`config.mk`:
```
export PLATFORM = sky130hd
export DESIGN_NAME = block_mode_engine_flat
export DESIGN_NICKNAME = d
export VERILOG_FILES = /design/src/rtl/block_mode_engine_if.sv /design/src/rtl/block_mode_engine.sv /design/src/flat_wrapper.sv
export SDC_FILE = /design/constraint.sdc
export NUM_CORES = 1
export LEC_CHECK = 0
export ABC_AREA = 1
export BUFFER_PORTS_ARGS = -buffer_cell sky130_fd_sc_hd__buf_2
export CELL_PAD_IN_SITES_DETAIL_PLACEMENT = 1
export CELL_PAD_IN_SITES_GLOBAL_PLACEMENT = 2
export CORE_MARGIN = 10
export CORE_UTILIZATION = 27
export CTS_BUF_LIST = sky130_fd_sc_hd__clkbuf_8 sky130_fd_sc_hd__clkbuf_16
export CTS_CLUSTER_SIZE = 25
export DETAILED_ROUTE_END_ITERATION = 6
export PLACE_DENSITY_LB_ADDON = 0.25
export SETUP_SLACK_MARGIN = 0.4
export SLEW_MARGIN = 0
export SYNTH_ARGS = -nofsm -noshare
export SYNTH_HDL_FRONTEND = slang
export SYNTH_SLANG_ARGS = --single-unit
export TNS_END_PERCENT = 5
```
`constraint.sdc`:
```
create_clock -name clk -period 9.1 [get_ports clk]
set_input_delay 2.73 -clock clk [delete_from_list [all_inputs] [get_ports clk]]
set_output_delay 2.73 -clock clk [all_outputs]
set_load 0.005 [all_outputs]
```
`src/rtl/block_mode_engine_if.sv`:
```
// Stream and cipher-core bus for block_mode_engine.
//   in_*     : input block stream (valid/ready), driven by the source
//   out_*    : output block stream (valid/ready), out_last marks final block
//   cipher_* : start/done port pair to an external keystream cipher core
// master = engine side, slave = source/sink/cipher side.
interface block_mode_engine_if #(
    parameter int BLOCK_SIZE = 64
);
    logic                  in_valid;
    logic                  in_ready;
    logic [BLOCK_SIZE-1:0] in_data;
    logic                  out_valid;
    logic                  out_ready;
    logic [BLOCK_SIZE-1:0] out_data;
    logic                  out_last;
    logic                  cipher_start;
    logic [BLOCK_SIZE-1:0] cipher_in;
    logic [BLOCK_SIZE-1:0] cipher_out;
    logic                  cipher_done;

    modport master (
        input  in_valid, in_data, out_ready, cipher_out, cipher_done,
        output in_ready, out_valid, out_data, out_last, cipher_start, cipher_in
    );

    modport slave (
        output in_valid, in_data, out_ready, cipher_out, cipher_done,
        input  in_ready, out_valid, out_data, out_last, cipher_start, cipher_in
    );
endinterface

```
`src/rtl/block_mode_engine.sv`:
```
// block_mode_engine: streams blocks through CTR, OFB or CFB (enc/dec) using an
// external keystream cipher core. One block in flight at a time.
// Ports:
//   clk, reset        : clock, asynchronous active-high reset
//   start             : request, accepted only when idle
//   mode, decrypt     : 00 CTR, 01 OFB, 10 CFB, 11 rejected; CFB direction
//   iv, num_blocks    : initial feedback value and message length
//   bus (master)      : input/output block streams and cipher core port pair
//   busy              : engine not idle
//   done              : one-cycle pulse at end of message
//   ctr_wrap          : sticky, CTR low field wrapped during this message
//   err               : one-cycle pulse for a rejected start (mode 11)
module block_mode_engine #(
    parameter int BLOCK_SIZE = 64,
    parameter int CTR_BITS   = 32,
    parameter int LEN_BITS   = 16
) (
    input  logic                  clk,
    input  logic                  reset,
    input  logic                  start,
    input  logic [1:0]            mode,
    input  logic                  decrypt,
    input  logic [BLOCK_SIZE-1:0] iv,
    input  logic [LEN_BITS-1:0]   num_blocks,
    block_mode_engine_if.master   bus,
    output logic                  busy,
    output logic                  done,
    output logic                  ctr_wrap,
    output logic                  err
);
    localparam logic [1:0] M_CTR = 2'b00;
    localparam logic [1:0] M_OFB = 2'b01;
    localparam logic [1:0] M_BAD = 2'b11;

    // Bits of the feedback register that count in CTR mode.
    localparam logic [BLOCK_SIZE-1:0] LO_MASK =
        {BLOCK_SIZE{1'b1}} >> (BLOCK_SIZE - CTR_BITS);

    typedef enum logic [2:0] {IDLE, GEN, WAIT, XIN, XOUT, DONE} state_t;

    typedef struct packed {
        logic [1:0]          mode;
        logic                decrypt;
        logic [LEN_BITS-1:0] nblk;
    } req_t;

    state_t                state;
    req_t                  req;
    logic [BLOCK_SIZE-1:0] fb;
    logic [BLOCK_SIZE-1:0] ks;
    logic [LEN_BITS-1:0]   blk;
    logic [BLOCK_SIZE-1:0] out_data_q;
    logic                  out_valid_q;
    logic                  out_last_q;
    logic                  cipher_start_q;
    logic                  busy_q;
    logic                  done_q;
    logic                  ctr_wrap_q;
    logic                  err_q;

    logic [BLOCK_SIZE-1:0] xored;
    logic [BLOCK_SIZE-1:0] fb_ctr;
    logic [BLOCK_SIZE-1:0] fb_nxt;

    assign bus.in_ready     = (state == XIN);
    assign bus.cipher_start = cipher_start_q;
    assign bus.cipher_in    = fb;
    assign bus.out_valid    = out_valid_q;
    assign bus.out_data     = out_data_q;
    assign bus.out_last     = out_last_q;
    assign busy             = busy_q;
    assign done             = done_q;
    assign ctr_wrap         = ctr_wrap_q;
    assign err              = err_q;

    always_comb begin
        xored  = bus.in_data ^ ks;
        // Increment only the counter field; upper bits keep the nonce.
        fb_ctr = (fb & ~LO_MASK) | ((fb + 1'b1) & LO_MASK);
        case (req.mode)
            M_CTR:   fb_nxt = fb_ctr;
            M_OFB:   fb_nxt = ks;
            default: fb_nxt = req.decrypt ? bus.in_data : xored;
        endcase
    end

    // cipher_start, busy and done are registered: set on the transition into
    // GEN / out of IDLE / into DONE so they line up with the state register.
    always_ff @(posedge clk or posedge reset) begin
        if (reset) begin
            state          <= IDLE;
            req            <= '0;
            fb             <= '0;
            ks             <= '0;
            blk            <= '0;
            out_data_q     <= '0;
            out_valid_q    <= 1'b0;
            out_last_q     <= 1'b0;
            cipher_start_q <= 1'b0;
            busy_q         <= 1'b0;
            done_q         <= 1'b0;
            ctr_wrap_q     <= 1'b0;
            err_q          <= 1'b0;
        end else begin
            err_q          <= 1'b0;
            cipher_start_q <= 1'b0;
            done_q         <= 1'b0;
            case (state)
                IDLE: begin
                    if (start) begin
                        if (mode == M_BAD) begin
                            err_q <= 1'b1;
                        end else if (num_blocks == '0) begin
                            state  <= DONE;
                            done_q <= 1'b1;
                            busy_q <= 1'b1;
                        end else begin
                            req.mode       <= mode;
                            req.decrypt    <= decrypt;
                            req.nblk       <= num_blocks;
                            fb             <= iv;
                            blk            <= '0;
                            ctr_wrap_q     <= 1'b0;
                            state          <= GEN;
                            cipher_start_q <= 1'b1;
                            busy_q         <= 1'b1;
                        end
                    end
                end
                GEN: state <= WAIT;
                WAIT: begin
                    if (bus.cipher_done) begin
                        ks    <= bus.cipher_out;
                        state <= XIN;
                    end
                end
                XIN: begin
                    if (bus.in_valid) begin
                        out_data_q  <= xored;
                        out_valid_q <= 1'b1;
                        out_last_q  <= (blk == req.nblk - 1'b1);
                        fb          <= fb_nxt;
                        if (req.mode == M_CTR && (fb & LO_MASK) == LO_MASK)
                            ctr_wrap_q <= 1'b1;
                        state <= XOUT;
                    end
                end
                XOUT: begin
                    if (bus.out_ready) begin
                        out_valid_q <= 1'b0;
                        out_last_q  <= 1'b0;
                        if (out_last_q) begin
                            state  <= DONE;
                            done_q <= 1'b1;
                        end else begin
                            blk            <= blk + 1'b1;
                            state          <= GEN;
                            cipher_start_q <= 1'b1;
                        end
                    end
                end
                DONE: begin
                    state  <= IDLE;
                    busy_q <= 1'b0;
                end
                default: state <= IDLE;
            endcase
        end
    end
endmodule

```
`src/flat_wrapper.sv`:
```
// flat-port wrapper written by rule: the top's interface ports become plain ports
module block_mode_engine_flat 
#(
    parameter int BLOCK_SIZE = 64,
    parameter int CTR_BITS   = 32,
    parameter int LEN_BITS   = 16
)
  (clk, reset, start, mode, decrypt, iv, num_blocks, busy, done, ctr_wrap, err, bus_in_valid, bus_in_data, bus_out_ready, bus_cipher_out, bus_cipher_done, bus_in_ready, bus_out_valid, bus_out_data, bus_out_last, bus_cipher_start, bus_cipher_in);
  block_mode_engine_if #(.BLOCK_SIZE(BLOCK_SIZE)) bus_i ();
  input  logic clk;
  input  logic reset;
  input  logic start;
  input  logic [1:0] mode;
  input  logic decrypt;
  input  logic [BLOCK_SIZE-1:0] iv;
  input  logic [LEN_BITS-1:0] num_blocks;
  output logic busy;
  output logic done;
  output logic ctr_wrap;
  output logic err;
  input wire logic [$bits(bus_i.in_valid)-1:0] bus_in_valid;
  input wire logic [$bits(bus_i.in_data)-1:0] bus_in_data;
  input wire logic [$bits(bus_i.out_ready)-1:0] bus_out_ready;
  input wire logic [$bits(bus_i.cipher_out)-1:0] bus_cipher_out;
  input wire logic [$bits(bus_i.cipher_done)-1:0] bus_cipher_done;
  output wire logic [$bits(bus_i.in_ready)-1:0] bus_in_ready;
  output wire logic [$bits(bus_i.out_valid)-1:0] bus_out_valid;
  output wire logic [$bits(bus_i.out_data)-1:0] bus_out_data;
  output wire logic [$bits(bus_i.out_last)-1:0] bus_out_last;
  output wire logic [$bits(bus_i.cipher_start)-1:0] bus_cipher_start;
  output wire logic [$bits(bus_i.cipher_in)-1:0] bus_cipher_in;
  assign bus_i.in_valid = bus_in_valid;
  assign bus_i.in_data = bus_in_data;
  assign bus_i.out_ready = bus_out_ready;
  assign bus_i.cipher_out = bus_cipher_out;
  assign bus_i.cipher_done = bus_cipher_done;
  assign bus_in_ready = bus_i.in_ready;
  assign bus_out_valid = bus_i.out_valid;
  assign bus_out_data = bus_i.out_data;
  assign bus_out_last = bus_i.out_last;
  assign bus_cipher_start = bus_i.cipher_start;
  assign bus_cipher_in = bus_i.cipher_in;
  block_mode_engine #(.BLOCK_SIZE(BLOCK_SIZE), .CTR_BITS(CTR_BITS), .LEN_BITS(LEN_BITS)) u_core (.clk(clk), .reset(reset), .start(start), .mode(mode), .decrypt(decrypt), .iv(iv), .num_blocks(num_blocks), .bus(bus_i), .busy(busy), .done(done), .ctr_wrap(ctr_wrap), .err(err));
endmodule
```
* Word level (Yosys, flattened, before mapping) *
Cells that the tools add are included.

operators by class
  add/sub/neg operators = 3
  equality and inequality tests = 17
  mux-type cells = 50
  bitwise operators = 4
  reduce and logical (&&, ||, !) cells = 17

operator list
  operator                                                              number
  64-bit two-way mux                                                    5
  64-bit case mux with 2 select lines                                   2
  16-bit two-way mux                                                    5
  64-bit by 32-bit OR with 64-bit output                                1
  64-bit bitwise XOR                                                    1
  32-bit by 1-bit adder with 32-bit output, second input constant       1
  32-bit == test, second input constant                                 1
  16-bit case mux with 2 select lines                                   1
  1-bit two-way mux                                                     23
  3-bit two-way mux                                                     7
  16-bit by 1-bit adder with 16-bit output, second input constant       1
  16-bit == test                                                        1
  16-bit zero test                                                      1
  16-bit by 1-bit subtractor with 16-bit output, second input constant  1
  3-bit case mux with 5 select lines                                    1
  2-bit != test, second input constant                                  7
  1-bit case mux with 2 select lines                                    6
  6-bit AND reduction                                                   2
  5-bit AND reduction                                                   2
  2-bit nonzero test                                                    4
  3-bit by 2-bit == test with 1-bit output, second input constant       2
  3-bit == test, second input constant                                  2
  3-bit AND reduction                                                   2
  2-bit AND reduction                                                   2
  other kinds (9)                                                       10

word-level totals
  register bits = 237
  output and inout bits = 136
  word-level logic and storage cells = 106

* Longest topological paths before layout *
Gate-level depths: netlist of run 1.

  depth in word-level cells = 5
  mapped depth = 13
  depth with buffers taken out = 13

* Least setup slack after synthesis of run 1 *
No wires, ideal clock.

  kind = register -> output
  from = register u_core.state[2]
  to = output port bus_in_ready
  arrival = 1231 ps
  required time = 6370 ps
  path slack = 5139 ps
  stages on the path, launching flop included = 7
  buffers on the path = 3
  cell sequence = dfrtp_1 -> nor2_2 -> nand2_2 -> inv_2 -> buf_4 -> buf_4 -> buf_2

between the ends
  longest elaborated chain between the ends = 1

ends and longest elaborated chain
  what                                      RTL line                  source
  start: declaration                        block_mode_engine.sv:47   state_t state;
  start signal: assignment                  block_mode_engine.sv:91   state <= IDLE;
  start signal: assignment                  block_mode_engine.sv:114  state <= DONE;
  start signal: assignment                  block_mode_engine.sv:124  state <= GEN;
  3-bit by 2-bit == test with 1-bit output  block_mode_engine.sv:65   assign bus.in_ready = (state == XIN);
  end: declaration                          flat_wrapper.sv:26        output wire logic [$bits(bus_i.in_ready)-1:0] bus_in_ready;

No other way between the ends.

* Worst setup path after layout of run 1 *
  from = input port num_blocks[7]
  to = register u_core.fb[53] (netlist: u_core.bus.cipher_in[53])

between the ends
  longest elaborated chain between the ends = 3

ends and longest elaborated chain
  what                           RTL line                  source
  start: declaration             flat_wrapper.sv:16        input logic [LEN_BITS-1:0] num_blocks;
  16-bit zero test               block_mode_engine.sv:113  end else if (num_blocks == '0) begin
  2-bit != test (no line)        n/a
  5-bit AND reduction (no line)  n/a
  end signal: assignment         block_mode_engine.sv:121  fb <= iv;
  end signal: assignment         block_mode_engine.sv:142  fb <= fb_nxt;
  end: declaration               block_mode_engine.sv:49   logic [BLOCK_SIZE-1:0] fb;

No other way between the ends.
A chain may end at the register's enable or synchronous reset.

==> impl_metrics.csv, run 1 <==
group,metric,value,unit
status,outcome,"complete, no violations",
clock_tree,cts.sinks,237,
yosys,synth_top_area_share,0.432,
worst_hold_path,hold_depth,2,
grt,antenna_found_initial,18,
flow_run,maxCapViolCount,0,
timing,max_clock_freq,0.203,GHz
clock_tree,cts_setup_buffers,0,
die,die_w,245,µm
worst_setup_path,crit_slowest_cell,"nand2_4",
clock_tree,clockRootBuffer,"clkbuf_16",
finish,fillers,6246,
clock_tree,htreeDepth,1,
die,coreArea,50200,µm²
timing,rsz0062_at_grt,"no",
clock_tree,clockBufferDepth,3,
finish,final_common_cell,"nand2_1",
place,hpwl,42400,µm
worst_setup_path,cp.arrival,5.41,ns
worst_setup_path,r2r-start,"u_core.state[2]$_DFFE_PP0P_",
worst_setup_path,worstSetupPathType,"input port to flop",
yosys,synthTopCellsByArea,"dfrtp_1, nand2_1, mux2_2, xor2_1, inv_1",
worst_setup_path,rr_endpoint,"u_core.bus.cipher_in[25]$_DFFE_PP0P_",
yosys,ys_types,44,
yosys,yosys_warnings,0,
finish,nNetsFinal,2343,
worst_hold_path,hp-class,"flop to flop",
power_and_ir_drop,p_switching,2670,µW
grt,grt_max_degree,85,
timing,maxSlewViolCount,0,
route,drt_iter0_markers,563,
timing,worst_slew_pin_slew,1.15,ns
grt,grt_pass1_vias,14300,
timing,fin_crit_sh,0.542,
place,dp_slack,3.35,ns
yosys,netlist_area,13700,µm²
power_and_ir_drop,seq_power_share,0.348,
clock_tree,ctsHoldBuffers,0,
power_and_ir_drop,pwr-share-comb,0.449,
route,first_pass_iters,5,
yosys,netlist_instances,1810,
worst_setup_path,reg2reg_depth,10,
finish,drive_above_1_share,0.243,
route,drc_errors,0,
clock_tree,cts_resized,0,
yosys,ys.flop_type,"dfrtp_1",
worst_setup_path,r2r_slack,5.69,ns
finish,areaGrowthSynthToFinish,24.1,%
worst_setup_path,path_buf_inv,3,
die,fp-row-count,82,
power_and_ir_drop,clkPwrFrac,0.203,
place,io_buffers,352,
power_and_ir_drop,p_per_area,347,nW/µm²
yosys,yosysTopAreaCell,"dfrtp_1",
worst_hold_path,hold_path_end,"u_core.bus.out_data[9]$_DFFE_PP0P_",
clock_tree,insertion_delay,0.60,ns
timing,finalHoldViolCount,0,
worst_setup_path,worstPathMaxFanout,84,
timing,relSlewSlack,0.235,
worst_setup_path,crit_path_end_kind,"flop",
yosys,ys_ff_latch,237,
die,io_pins,353,
timing,fin_crit,4.94,ns
die,die_area,60300,µm²
worst_setup_path,crit_family,"simple AND/OR/NAND/NOR gates",
timing,fin_ws,4.16,ns
yosys,ys_seq_area_frac,0.432,
clock_tree,path_clk_slew,0.06,ns
timing,setup_viol,0,
power_and_ir_drop,vdd_drop_max,0.176,mV
worst_hold_path,min_from,"u_core.bus.out_data[9]$_DFFE_PP0P_",
yosys,async_reset_ff_frac,1.00,
route,wl_per_cell,20.4,µm
yosys,synth_edf_count,0,
clock_tree,cts_tree,"done",
grt,grt_usage,0.185,
yosys,synthesis.nets,2030,
clock_tree,cts_buffers,31,
worst_setup_path,cp-start-kind,"input port",
worst_setup_path,max_stage_delay,0.68,ns
route,routed_via_density,4.76,
timing,setup_tns,0,ns
die,die_h,245,µm
grt,grt_pass1_wl,87200,µm
finish,mostFrequentLayoutCells,"nand2_1, buf_2, dfrtp_1",
power_and_ir_drop,p_int,3240,µW
die,start_util,0.274,
worst_setup_path,crit_top_cell,"nand2_1",
place,gp_congestion,0.813,
grt,grt_overflow,0,
yosys,syn_area_per_cell,7.58,µm²
route,ant_nets,0,
worst_setup_path,cp_cell_sequence,"buf_2 > inv_1 > nand4_1 > nor2_1 > nand2_1 > nand2_1 > nand2_1 > nand2_4 > inv_2 > o211ai_1 > nand2_1",
power_and_ir_drop,swShare,0.452,
power_and_ir_drop,p_leak,0.00852,µW
timing,fin_skew,0.0211,ns
worst_setup_path,cp.required,9.58,ns
route,num_vias,13400,
route,routed_wl,57400,µm
[cell usage after synthesis, drive strengths merged (3+ instances only)]
library cell,count
inv,168
o31ai,3
nand3,112
nor2,141
a31oi,5
nor3,20
o211ai,36
or2,9
dfrtp,237
o22ai,4
mux2,70
a21oi,80
xor2,78
nand4,22
o21bai,3
buf,54
ha,3
o21ai,156
nand2,559
clkbuf,31
xnor2,4
nand3b,5
[per-layer routing]
| layer | routed length (µm) | up-vias | track usage |
|---|---|---|---|
| met5 | 186 | - | 0 |
| met4 | 1140 | 30 | 0.0398 |
| met3 | 3930 | 88 | 0.0573 |
| met2 | 26400 | 278 | 0.302 |
| met1 | 25700 | 6521 | 0.235 |
| li1 | - | 6492 | - |
[through the flow]
| stage | std cells | total power (µW) | hold slack, ns | cell area, µm² | utilization |
|---|---|---|---|---|---|
| finish | 2819 | 5910 | 0.464 | 17000 | 0.340 |
| global route | 2819 | 6450 | 0.493 | 17000 | 0.340 |
| CTS | 2818 | 6040 | 0.469 | 17000 | 0.340 |
| detailed placement | 2762 | 4780 | 0.454 | 16000 | 0.320 |
| global placement | 2762 | 4710 | 0.451 | 16000 | 0.320 |
| floorplan | 1810 | 3690 | 0.464 | 13700 | - |
[worst min-delay path, cell delays in order, from the launching register on]
cell and delay (ns):
dfrtp_1 0.33, nand2_1 0.05, nand2_1 0.04
[cell type report]
| cell class | instances | area (µm²) | share of cell area |
|---|---|---|---|
| inverters | 169 | 641 | 0.0376 |
| clock inverters | 19 | 133 | 0.00778 |
| repair buffers | 365 | 1860 | 0.109 |
| multi-input cells | 1319 | 6770 | 0.397 |
| flip-flops and latches | 237 | 5930 | 0.348 |
| well taps | 672 | 841 | 0.0493 |
| diodes | 1 | 2.50 | 0.000147 |
| clock buffers | 37 | 858 | 0.0504 |
[kinds of logic after synthesis]
logic type | count (synthesis) | synth area share
flip-flops | 237 | 0.432
AND/OR/NAND/NOR | 871 | 0.262
AO/OA/AOI/OAI | 293 | 0.117
multiplexers | 70 | 0.0574
XOR/XNOR | 82 | 0.0523
adder cells (fa/ha/maj) | 3 | 0.00273
buffers and inverters | 254 | 0.0766
[power groups by stage]
| stage | logic (µW) | clock network [µW] | registers, µW |
|---|---|---|---|
| floorplan | 1780 | 0 | 1910 |
| detailed placement | 2710 | 0 | 2070 |
| finish | 2650 | 1200 | 2050 |
| CTS | 2730 | 1250 | 2060 |
| global placement | 2650 | 0 | 2050 |
| global route | 3030 | 1290 | 2130 |
[state kept, by name, summed over array words and instances (netlist names)]
register / flops
u_core.bus.out_last: 1
u_core.req: 19
u_core.ctr_wrap: 1
u_core.err: 1
u_core.blk: 16
u_core.bus.out_data: 64
u_core.ks: 64
u_core.busy: 1
u_core.done: 1
u_core.bus.out_valid: 1
u_core.state: 3
u_core.bus.cipher_start: 1
u_core.bus.cipher_in: 64
[how the worst max path moves through the flow]
stage                     cells past startpoint  slack, ns           from                                    to
after CTS                                    11       3.99  num_blocks[7]  u_core.bus.cipher_in[61]$_DFFE_PP0P_
final                                        11       4.16  num_blocks[7]  u_core.bus.cipher_in[53]$_DFFE_PP0P_
after global routing                         11       3.81  num_blocks[7]  u_core.bus.cipher_in[41]$_DFFE_PP0P_
after detailed placement                     11       3.35  num_blocks[7]  u_core.bus.cipher_in[61]$_DFFE_PP0P_
after global placement                       11       3.50  num_blocks[6]  u_core.bus.cipher_in[45]$_DFFE_PP0P_
after floorplan                               1       3.26          reset             u_core.blk[0]$_DFFE_PP0P_
(Power assumes the default switching activity.)
==> run 2: changes to the inputs <==
- ABC_AREA: 1 -> 0
- CORE_UTILIZATION: 27 -> 28
- clock period: 9.1 -> 4.1 ns (I/O delays scaled with it)
==> impl_metrics.csv, run 2 <==
group,metric,value,unit
yosys,yosysMostFrequentCell,"nand2_1",
die,die_area,54400,µm²
clock_tree,cts_buffers,30,
clock_tree,path_clk_slew,0.06,ns
grt,grt_pass1_vias,12800,
worst_setup_path,rr_endpoint,"u_core.ctr_wrap$_DFFE_PP0P_",
timing,setup_viol,0,
worst_setup_path,cp.depth,3,
clock_tree,clockRootBuffer,"clkbuf_16",
yosys,async_reset_ff_frac,1.00,
yosys,synth_top_area_share,0.466,
worst_setup_path,crit_family,"simple AND/OR/NAND/NOR gates",
worst_hold_path,hp-class,"flop to flop",
place,io_buffers,352,
worst_setup_path,cp_cell_sequence,"or3_4 > inv_1 > buf_2",
route,num_vias,12000,
grt,grt_max_degree,103,
route,wl_per_cell,22.8,µm
place,hpwl,39300,µm
finish,areaGrowthSynthToFinish,26.8,%
worst_setup_path,cp-start-kind,"flop",
timing,fin_crit,3.23,ns
yosys,netlist_area,12700,µm²
grt,grt_usage,0.191,
yosys,yosys_warnings,0,
timing,fin_crit_sh,0.787,
power_and_ir_drop,p_per_area,797,nW/µm²
finish,final_common_cell,"buf_2",
yosys,syn_area_per_cell,9.03,µm²
grt,antenna_found_initial,26,
yosys,ys.flop_type,"dfrtp_1",
die,die_h,233,µm
finish,finalNonFillerCells,2352,
finish,fillers,5309,
yosys,yosysTopAreaCell,"dfrtp_1",
yosys,ys_seq_area_frac,0.466,
timing,holdWs,0.474,ns
finish,sequential_cell_area,5930,µm²
route,routed_via_density,5.11,
yosys,ys_types,70,
grt,grt_overflow,0,
route,drt_iter0_markers,557,
clock_tree,cts.sinks,237,
route,routed_wl,53500,µm
timing,maxSlewViolCount,0,
finish,mostFrequentLayoutCells,"buf_2, nand2_1, o21ai_0",
place,placed_cell_area,15200,µm²
clock_tree,clockBufferDepth,3,
die,coreArea,45200,µm²
die,fp-row-count,78,
finish,nNetsFinal,1941,
clock_tree,ctsHoldBuffers,0,
worst_setup_path,r2r_slack,1.53,ns
clock_tree,cts_resized,0,
yosys,synth_edf_count,0,
worst_setup_path,worstSetupPathType,"flop to output pin",
finish,drive_above_1_share,0.287,
die,io_pins,353,
worst_hold_path,min_from,"u_core.bus.out_data[55]$_DFFE_PP0P_",
timing,worst_slew_pin_slew,1.09,ns
worst_hold_path,hold_depth,2,
route,drc_errors,0,
status,outcome,"complete, no violations",
place,dp_cells,2289,
worst_setup_path,reg2reg_depth,6,
clock_tree,insertion_delay,0.58,ns
route,ant_nets,0,
finish,multi_input_area,6340,µm²
worst_setup_path,max_stage_delay,0.61,ns
worst_setup_path,cp.required,2.87,ns
worst_setup_path,path_buf_inv,2,
route,first_pass_iters,5,
clock_tree,cts_setup_buffers,0,
worst_setup_path,crit_path_end_kind,"output pin",
power_and_ir_drop,vdd_drop_max,0.376,mV
yosys,synthTopCellsByArea,"dfrtp_1, o21ai_0, nand2_1, xnor2_1, mux2_2",
worst_setup_path,worstPathMaxFanout,17,
clock_tree,cts_tree,"done",
die,die_w,233,µm
timing,relSlewSlack,0.275,
worst_setup_path,cp.arrival,2.00,ns
flow_run,maxCapViolCount,0,
yosys,synthesis.nets,1630,
grt,grt_pass1_wl,80800,µm
timing,fin_skew,0.0132,ns
worst_setup_path,r2r-start,"u_core.bus.cipher_in[0]$_DFFE_PP0P_",
timing,max_clock_freq,0.310,GHz
power_and_ir_drop,p_leak,0.00729,µW
worst_hold_path,hold_path_end,"u_core.bus.out_data[55]$_DFFE_PP0P_",
place,gp_congestion,0.832,
timing,finalHoldViolCount,0,
die,start_util,0.282,
clock_tree,htreeDepth,1,
yosys,netlist_instances,1410,
yosys,synth.cells.most_frequent,"nand2_1, o21ai_0, dfrtp_1",
finish,final_area,16200,µm²
worst_setup_path,crit_slowest_cell,"or3_4",
timing,rsz0062_at_grt,"no",
yosys,ys_ff_latch,237,
-- run 2: changes by cell type in the layout (fill, tap and decap cells not counted), moves of 48 or more --
cell,delta
nand2_1,-292
o21ai_0,+137
inv_1,-130
nor2_1,-82
nand3_1,-78
xnor2_1,+77
xor2_1,-55
a21oi_1,-48
-- run 2: layout make-up --
class,instances,share of cell area
Antenna cell,9,0.00139
Clock buffer,39,0.0541
Clock inverter,15,0.00651
Inverter,27,0.00651
Multi-Input combinational cell,1047,0.393
Sequential cell,237,0.367
Tap cell,600,0.0465
Timing Repair Buffer,378,0.125
-- run 2: report_power, final --
group          switching (µW)  leakage (µW)  internal (µW)
clock network            1110      0.000512           1550
registers                1130       0.00293           3400
logic                    3350       0.00385           2340
-- run 2: worst min-delay path, cell delays in order, from the launching register on --
cell,delay [ns]
dfrtp_1,0.33
nand2_1,0.05
o21ai_0,0.06
-- run 2: how the worst max path moves through the flow --
| stage | startpoint | endpoint | slack [ns] |
|---|---|---|---|
| CTS | u_core.state[2]$_DFFE_PP0P_ | bus_in_ready | 0.85 |
| floorplan | reset | u_core.blk[0]$_DFFE_PP0P_ | -0.24 |
| finish | u_core.state[2]$_DFFE_PP0P_ | bus_in_ready | 0.87 |
| detailed placement | num_blocks[2] | u_core.bus.cipher_in[53]$_DFFE_PP0P_ | 0.71 |
| global placement | num_blocks[1] | u_core.bus.cipher_in[59]$_DFFE_PP0P_ | 0.78 |
| global route | u_core.state[2]$_DFFE_PP0P_ | bus_in_ready | 0.81 |
-- run 2: metal layers --
layer / up-vias / share of wire / GRT usage
li1: 5679 / - / -
met1: 5934 / 0.43 / 0.232
met2: 279 / 0.46 / 0.312
met3: 98 / 0.078 / 0.0690
met4: 32 / 0.029 / 0.0552
met5: - / 0.0037 / 0
-- run 2: cell families (layout without fill, tap and decap cells) --
family | after synthesis | in the layout | synth area share
other cells | 0 | 9 | 0
simple gates | 443 | 443 | 0.157
flops | 237 | 237 | 0.466
xor+xnor | 104 | 104 | 0.0715
fa+ha+maj | 3 | 3 | 0.00295
buf+inv | 126 | 459 | 0.0395
mux | 54 | 54 | 0.0476
compound gates | 443 | 443 | 0.216
-- run 2: metrics by stage --
stage          power [µW]  setup TNS [ns]  setup slack, ns  utilization
2_1_floorplan        7840          -55.90           -0.236            -
3_3_place_gp        10200               0            0.777        0.335
3_5_place_dp        10400               0            0.711        0.335
4_1_cts             13100               0            0.854        0.357
5_1_grt             14000               0            0.807        0.357
6_report            12900               0            0.872        0.357
==> run 3: changes to the inputs <==
- clock period: 4.1 -> 2.95 ns (I/O delays scaled with it)
==> impl_metrics.csv, run 3 (synthesized netlist as in run 2, its figures left out) <==
group,metric,value,unit
status,outcome,"complete, no violations",
finish,areaGrowthSynthToFinish,30.0,%
timing,fin_skew,0.0246,ns
route,ant_nets,0,
clock_tree,clockRootBuffer,"clkbuf_16",
route,num_vias,12200,
clock_tree,cts_buffers,31,
clock_tree,clockBufferDepth,3,
worst_setup_path,worstPathMaxFanout,4,
die,die_h,233,µm
grt,grt_pass1_wl,81700,µm
timing,max_clock_freq,0.400,GHz
worst_setup_path,cp.arrival,1.61,ns
finish,final_area,16600,µm²
die,die_area,54400,µm²
timing,worst_slew_pin_slew,0.665,ns
grt,grt_pass1_vias,13100,
worst_setup_path,crit_slowest_cell,"or3_4",
place,dp_slack,0.246,ns
die,die_w,233,µm
power_and_ir_drop,p_per_area,1130,nW/µm²
timing,maxSlewViolCount,0,
worst_setup_path,rr_endpoint,"u_core.bus.out_last$_DFFE_PP0P_",
timing,fin_crit_sh,0.847,
worst_setup_path,cp.required,2.07,ns
power_and_ir_drop,vdd_drop_max,0.457,mV
timing,fin_crit,2.50,ns
worst_setup_path,crit_top_cell,"inv_2",
route,first_pass_iters,4,
die,coreArea,45200,µm²
route,routed_wl,53700,µm
die,fp-row-count,78,
worst_setup_path,crit_path_end_kind,"output pin",
worst_hold_path,hp-class,"input port to async pin",
die,start_util,0.282,
timing,finalHoldViolCount,0,
worst_setup_path,max_stage_delay,0.42,ns
timing,relSlewSlack,0.553,
place,placed_cell_area,15400,µm²
place,hpwl,39900,µm
finish,mostFrequentLayoutCells,"buf_2, nand2_1, o21ai_0",
finish,drive_above_1_share,0.303,
die,io_pins,353,
finish,final_common_cell,"buf_2",
finish,post-route-util,0.366,
clock_tree,htreeDepth,1,
timing,setup_tns,0,ns
route,wl_per_cell,22.6,µm
grt,grt_usage,0.193,
clock_tree,insertion_delay,0.59,ns
worst_setup_path,r2r-start,"u_core.req[0]$_DFFE_PP0P_",
place,gp_congestion,0.830,
grt,grt_max_degree,101,
worst_setup_path,reg2reg_depth,8,
worst_setup_path,r2r_slack,0.49,ns
grt,antenna_found_initial,21,
worst_setup_path,worstSetupPathType,"flop to output pin",
worst_setup_path,cp_cell_sequence,"inv_2 > or3_4 > inv_2 > buf_2",
route,routed_via_density,5.12,
worst_setup_path,cp-start-kind,"flop",
clock_tree,cts.sinks,237,
route,drt_iter0_markers,554,
clock_tree,path_clk_slew,0.06,ns
timing,fin_ws,0.450,ns
timing,rsz0062_at_grt,"yes",
place,io_buffers,352,
grt,grt_overflow,0,
flow_run,maxCapViolCount,0,
power_and_ir_drop,p_leak,0.00749,µW
timing,setup_viol,0,
clock_tree,cts_tree,"done",
route,drc_errors,0,
finish,nNetsFinal,1966,
==> run 3: worst max path at each step <==
stage,startpoint,endpoint,slack (ns),cells past startpoint
2_1_floorplan,reset,u_core.blk[0]$_DFFE_PP0P_,-1.04,1
3_3_place_gp,num_blocks[2],u_core.bus.cipher_in[20]$_DFFE_PP0P_,0.31,8
3_5_place_dp,num_blocks[2],u_core.bus.cipher_in[27]$_DFFE_PP0P_,0.25,9
4_1_cts,u_core.state[0]$_DFFE_PP0P_,bus_in_ready,0.41,4
5_1_grt,u_core.bus.cipher_in[2]$_DFFE_PP0P_,u_core.ctr_wrap$_DFFE_PP0P_,0.29,6
6_report,u_core.state[0]$_DFFE_PP0P_,bus_in_ready,0.45,4
==> run 3: area by class of cell <==
cell class | instances | area [µm²]
clock inverter | 19 | 236
antenna | 6 | 15.0
multi-input combinational | 1047 | 6350
clock buffer | 39 | 886
tap | 600 | 751
sequential | 237 | 5940
fill | 5261 | 28600
inverter | 27 | 105
timing repair buffer | 402 | 2270
==> run 3: metrics by stage <==
step,hold slack [ns],total power (µW),std cells
after floorplan,0.465,10900,1410
after global placement,0.456,14500,2308
after detailed placement,0.466,14800,2308
after CTS,0.258,19100,2371
after global routing,0.271,20300,2373
final,0.277,18800,2377
==> run 3: layer usage <==
layer  vias to the layer above  share of wire  track usage  wire, µm
met1                      6062           0.43        0.240     23100
met2                       259           0.47        0.318     25300
met5                         -         0.0030            0       159
li1                       5732              -            -         -
met3                        97          0.068       0.0598      3660
met4                        26          0.028       0.0497      1490
==> run 3: repair_timing <==
action	in CTS	in global routing
hold buffers	0	0
setup buffers	5	0
gates resized for setup	5	2
pin swaps	1	0
cloned	0	0
setup endpoints to repair	1	22
==> run 3: worst max-delay path: cells and delay by family (launching register included) <==
kind / cells / cell delay, ns
simple gates: 1 / 0.42
flops: 1 / 0.37
buf+inv: 3 / 0.23
==> run 3: where the power goes <==
part	leakage (µW)	switching, µW	internal, µW
Combinational	0.00399	4800	3550
Clock	0.000578	1580	2560
Sequential	0.00292	1550	4730
